==> config.mk <==
export PLATFORM = sky130hd
export DESIGN_NAME = maxpool2_col_stage
export DESIGN_NICKNAME = d
export VERILOG_FILES = /design/src/rtl/maxpool2_col_stage.sv
export SDC_FILE = /design/constraint.sdc
export NUM_CORES = 2
export LEC_CHECK = 0
export CORE_UTILIZATION = 30
export CTS_CLUSTER_DIAMETER = 150
export DETAILED_ROUTE_END_ITERATION = 16
export SLEW_MARGIN = 30
export SYNTH_ARGS = -nofsm -noshare
export SYNTH_HDL_FRONTEND = slang
export SYNTH_SLANG_ARGS = --single-unit
==> constraint.sdc <==
create_clock -name clk -period 8.85 [get_ports clk]
set_clock_uncertainty 0.1 [all_clocks]
set_input_delay 1.77 -clock clk [delete_from_list [all_inputs] [get_ports clk]]
set_output_delay 1.77 -clock clk [all_outputs]
set_load 0.02 [all_outputs]
==> src/rtl/maxpool2_col_stage.sv <==
// maxpool2_col_stage
//   Streaming 2x2 / stride-2 FP16 max-pool placed after the conv array.
//   Each input column (IN_ROWS values) arrives on a single-cycle in_valid
//   pulse. Even columns are reduced row-pairwise into a holding buffer.
//   Odd columns are reduced the same way and combined with that buffer to
//   produce one pooled column of IN_ROWS/2 values. There is no backpressure.
//
// Ports
//   clk, rst     : clock, synchronous active-high reset
//   start        : frame-start pulse; arms the block, clears col count and col_err
//   in_valid     : input column strobe
//   in_data      : input column, index 0 = top row
//   in_col_num   : upstream 1-based column number (sequence check only)
//   out_valid    : one-cycle pooled-column strobe
//   out_data     : pooled column (held until the next out_valid)
//   out_col_num  : 0-based pooled column index
//   done         : one-cycle end-of-frame pulse
//   col_err      : sticky column-sequence mismatch flag
module maxpool2_col_stage #(
  parameter int DATA_WIDTH = 16,
  parameter int IN_ROWS    = 24,
  parameter int IN_COLS    = 24,
  parameter int RELU_EN    = 1
) (
  input  logic                         clk,
  input  logic                         rst,
  input  logic                         start,
  input  logic                         in_valid,
  input  logic [DATA_WIDTH-1:0]        in_data [IN_ROWS],
  input  logic [$clog2(IN_COLS):0]     in_col_num,
  output logic                         out_valid,
  output logic [DATA_WIDTH-1:0]        out_data [IN_ROWS/2],
  output logic [$clog2(IN_COLS):0]     out_col_num,
  output logic                         done,
  output logic                         col_err
);

  localparam int OUT_ROWS = IN_ROWS / 2;
  localparam int CW       = $clog2(IN_COLS) + 1;
  localparam logic [CW-1:0] LAST_COL = CW'(IN_COLS);

  typedef enum logic [1:0] {IDLE, WAIT_EVEN, WAIT_ODD} state_t;

  state_t                state_reg, state_next;
  logic [CW-1:0]         col_cnt_reg;
  logic [CW-1:0]         col_cnt_inc;
  logic                  col_err_reg;
  logic                  out_valid_reg;
  logic                  done_reg;
  logic [CW-1:0]         out_col_num_reg;
  logic [DATA_WIDTH-1:0] buf_reg      [OUT_ROWS];
  logic [DATA_WIDTH-1:0] out_data_reg [OUT_ROWS];
  logic [DATA_WIDTH-1:0] pair_max     [OUT_ROWS];
  logic [DATA_WIDTH-1:0] pooled       [OUT_ROWS];

  logic accept;
  logic last_col;
  logic emit;

  // Unsigned ordering key for FP16. Both zeros map to the +0 key so that
  // -0 and +0 tie; NaN/Inf simply fall where their key puts them.
  function automatic logic [DATA_WIDTH-1:0] ord_key(input logic [DATA_WIDTH-1:0] v);
    if (v[DATA_WIDTH-2:0] == '0)
      return {1'b1, {(DATA_WIDTH-1){1'b0}}};
    else if (v[DATA_WIDTH-1])
      return ~v;
    else
      return {1'b1, v[DATA_WIDTH-2:0]};
  endfunction

  // First operand wins unless the second is strictly greater.
  function automatic logic [DATA_WIDTH-1:0] fmax(input logic [DATA_WIDTH-1:0] a,
                                                 input logic [DATA_WIDTH-1:0] b);
    return (ord_key(b) > ord_key(a)) ? b : a;
  endfunction

  // start swallows any in_valid in the same cycle; IDLE ignores in_valid.
  assign accept      = in_valid && !start && (state_reg != IDLE);
  assign col_cnt_inc = col_cnt_reg + 1'b1;
  assign last_col    = accept && (col_cnt_inc == LAST_COL);
  assign emit        = accept && (state_reg == WAIT_ODD);

  genvar gi;
  generate
    for (gi = 0; gi < OUT_ROWS; gi++) begin : g_row
      logic [DATA_WIDTH-1:0] res;
      assign pair_max[gi] = fmax(in_data[2*gi], in_data[2*gi+1]);
      // Buffered (earlier) column is the left operand so it wins ties.
      assign res          = fmax(buf_reg[gi], pair_max[gi]);
      assign pooled[gi]   = ((RELU_EN != 0) && res[DATA_WIDTH-1]) ? '0 : res;
    end
  endgenerate

  always_comb begin
    state_next = state_reg;
    if (start) begin
      state_next = WAIT_EVEN;
    end else begin
      case (state_reg)
        IDLE:      state_next = IDLE;
        WAIT_EVEN: if (accept) state_next = last_col ? IDLE : WAIT_ODD;
        WAIT_ODD:  if (accept) state_next = last_col ? IDLE : WAIT_EVEN;
        default:   state_next = IDLE;
      endcase
    end
  end

  always_ff @(posedge clk) begin
    if (rst) begin
      state_reg       <= IDLE;
      col_cnt_reg     <= '0;
      col_err_reg     <= 1'b0;
      out_valid_reg   <= 1'b0;
      done_reg        <= 1'b0;
      out_col_num_reg <= '0;
      for (int r = 0; r < OUT_ROWS; r++) begin
        buf_reg[r]      <= '0;
        out_data_reg[r] <= '0;
      end
    end else begin
      state_reg     <= state_next;
      out_valid_reg <= emit;
      done_reg      <= last_col;
      if (start) begin
        // Partial buffer needs no clearing: the next even column overwrites it.
        col_cnt_reg <= '0;
        col_err_reg <= 1'b0;
      end else if (accept) begin
        col_cnt_reg <= col_cnt_inc;
        if (in_col_num != col_cnt_inc)
          col_err_reg <= 1'b1;
        if (state_reg == WAIT_EVEN) begin
          for (int r = 0; r < OUT_ROWS; r++)
            buf_reg[r] <= pair_max[r];
        end
        if (emit) begin
          out_col_num_reg <= col_cnt_reg >> 1;
          for (int r = 0; r < OUT_ROWS; r++)
            out_data_reg[r] <= pooled[r];
        end
      end
    end
  end

  assign out_valid   = out_valid_reg;
  assign out_data    = out_data_reg;
  assign out_col_num = out_col_num_reg;
  assign done        = done_reg;
  assign col_err     = col_err_reg;

endmodule

==> impl_metrics.json <==
{
  "status": "completed",
  "cp.arrival_ns": 8.19,
  "clock.fmax_mhz": 129,
  "grt-ovfl-total": 0,
  "antenna_found_initial": 18,
  "synth_top_flop_cell": "dfxtp_1",
  "vias": 36785,
  "cts_max_path_buffers": 3,
  "clkSinkCount": 388,
  "synthTopCellsByArea": "edfxtp_1 15%, ha_1 13%, xor2_1 11%, dfxtp_1 10%, mux2i_1 8.1%",
  "fin_crit_ns": 7.77,
  "maxSlewViolCount": 0,
  "coreArea_um2": 126000,
  "ys_warn_count": 0,
  "maxUsedRoutingLayer": "met5",
  "power_density_nw_per_um2": 139,
  "synth.distinct_cells": 62,
  "io_buffers": 581,
  "drc": 0,
  "relSlewSlack_pct": 34.7,
  "dieHeight_um": 359,
  "crit_slowest_cell": "and3_1",
  "critPathLaunchType": "primary input",
  "synthCells": 4597,
  "crit_fanout": 63,
  "wl_met1_mm": 61.4,
  "critPathTopFamily": "simple AND/OR/NAND/NOR gates",
  "hpwl_mm": 107,
  "path_clk_slew_ns": 0.06,
  "synth.most_common_cell": "nand2_1",
  "syn_area_um2": 38300,
  "synthTopCellsByCount": "521 x nand2_1, 510 x nor2_1, 471 x xor2_1, 389 x ha_1, 309 x mux2i_1",
  "syn_to_final_growth_pct": 24.1,
  "pre_cts_slack_ns": 0.489,
  "synth.avg_cell_area_um2": 8.33,
  "wl_mm": 142,
  "cts_buffers": 53,
  "tightest_slew_ns": 0.979,
  "finalHoldViolCount": 0,
  "io_pins": 595,
  "rows": 130,
  "tns_ns": 0,
  "drv_cap": 0,
  "final_antenna_net_count": 0,
  "total_power_mw": 6.61,
  "viasPerCell": 5.47,
  "crit_type": "in -> reg",
  "first_pass_iters": 8,
  "setup_viol": 0,
  "cts_tree": "yes",
  "clk_latency_ns": 0.68,
  "seq_area_frac_synth_pct": 25.3,
  "hp-class": "reg -> reg",
  "slowest_delay_ns": 0.68,
  "cts_setup_buffers": 0,
  "drt_iter0_drc": 2895,
  "holdBufCountCts": 0,
  "period_share_pct": 87.8,
  "largest_register_ffs": 192,
  "die_area_um2": 129000,
  "cp_num_buf_inv": 3,
  "cp-end-kind": "register",
  "worst_ep_required_time_ns": 9.27,
  "yosysTopAreaCellShare_pct": 15.0,
  "synth_top_cell_by_area": "edfxtp_1",
  "htreeDepth": 2,
  "globalplace.congestion": 0.907,
  "grt_first_pass_wirelength_mm": 219,
  "setup_ws_ns": 1.08,
  "ys_ff_latch": 388,
  "die_w_um": 359,
  "met2_wirelength_mm": 66.4,
  "crit_chain": "clkdlybuf4s50_1 > nor4_1 > nand4_1 > nor2_1 > buf_4 > nor2b_1 > ha_1 > a21o_1 > nand3_1 > a21oi_1 > a211oi_1 > a22o_2 > buf_4 > mux2i_1 > or2_2 > ha_1 > and4_1 > nand4_1 > a211o_1 > o211ai_1 > and3_1 > nand3_1 > o311ai_0",
  "track_usage_pct": 21.2,
  "grt_pass1_vias": 36605,
  "synth_edf_count": 192,
  "final_nets": 5803,
  "async_flop_share_pct": 0,
  "dr_wl_met3_mm": 9.41,
  "layout-drive-gt1-share_pct": 5.73,
  "routedWlPerCell_um": 21.1,
  "cts_root_buf": "clkbuf_16",
  "rsz0062_at_grt": "false",
  "start_util_pct": 30.4,
  "p_leak_nw": 20.0,
  "cts_resized": 0,
  "grt_max_degree": 150,
  "ir_drop_mv": 0.138
}
## layout make-up
| type | instances | area, um^2 |
|---|---|---|
| Multi-Input combinational cell | 3837 | 27100 |
| Antenna cell | 9 | 22.5 |
| Fill cell | 12872 | 78700 |
| Inverter | 62 | 233 |
| Tap cell | 1650 | 2060 |
| Clock buffer | 62 | 1400 |
| Clock inverter | 38 | 498 |
| Sequential cell | 388 | 9690 |
| Timing Repair Buffer | 678 | 6550 |
## cells by family after synthesis
| family | synth area share (%) |
|---|---|
| other | 0.00979 |
| xor gates and xnor gates | 12.1 |
| DFF | 25.3 |
| adders and majority gates | 12.7 |
| buffers and inverters | 4.31 |
| AOI/OAI and AO/OA | 13.5 |
| and+or+nand+nor | 23.4 |
| muxes | 8.69 |
## where the power goes
part	total (mW)	switching (mW)	leakage, nW	internal [mW]
Combinational	2.22	1.26	15.5	0.962
Sequential	2.01	0.0773	3.55	1.93
Clock	2.37	0.982	0.927	1.39
Total	6.61	2.32	20.0	4.29
## per-layer routing
layer | track usage, % | vias up
li1 | - | 17511
met1 | 27.2 | 17746
met2 | 35.4 | 1258
met3 | 4.02 | 260
met4 | 7.46 | 10
met5 | 0 | -
## worst register-to-register path, delay by kind of cell, from the launching register on
| family | cells | cell delay, ns |
|---|---|---|
| simple gates | 7 | 2.75 |
| compound gates | 3 | 0.72 |
| flops | 1 | 0.45 |
| fa+ha+maj | 1 | 0.28 |
## cells in the final DEF (no fill, tap or decap), types with 145 or more instances in the layout
master	instances
ha_1	389
edfxtp_1	192
nand2_1	521
clkdlybuf4s50_1	570
nor2_1	509
a21oi_1	145
a22oi_1	150
dfxtp_1	196
nand3_1	274
xor2_1	471
mux2i_1	308
## path summary, 6_finish.rpt
check / from / endpoint / slack [ns] / cells past startpoint
worst min-delay path: out_col_num[4]$_SDFFE_PP0P_ / out_col_num[4]$_SDFFE_PP0P_ / 0.36 / 2
worst max register to register: buf_reg[2][51]$_SDFFCE_PP0P_ / out_data[6]$_SDFFE_PP0P_ / 4.46 / 11
worst min register to register: out_col_num[4]$_SDFFE_PP0P_ / out_col_num[4]$_SDFFE_PP0P_ / 0.36 / 2
worst max-delay path: in_data[0] / out_data[6]$_SDFFE_PP0P_ / 1.08 / 23
## stage by stage
step           hold WS, ns  instances  area [um^2]  util [%]
2_1_floorplan        0.381       4609        38400         -
3_3_place_gp         0.349       6615        45700      36.2
3_5_place_dp         0.352       6615        45600      36.2
4_1_cts              0.360       6715        47500      37.7
5_1_grt              0.379       6724        47600      37.7
6_report             0.357       6724        47600      37.7
No activity file was read; power rests on OpenSTA's default activity.
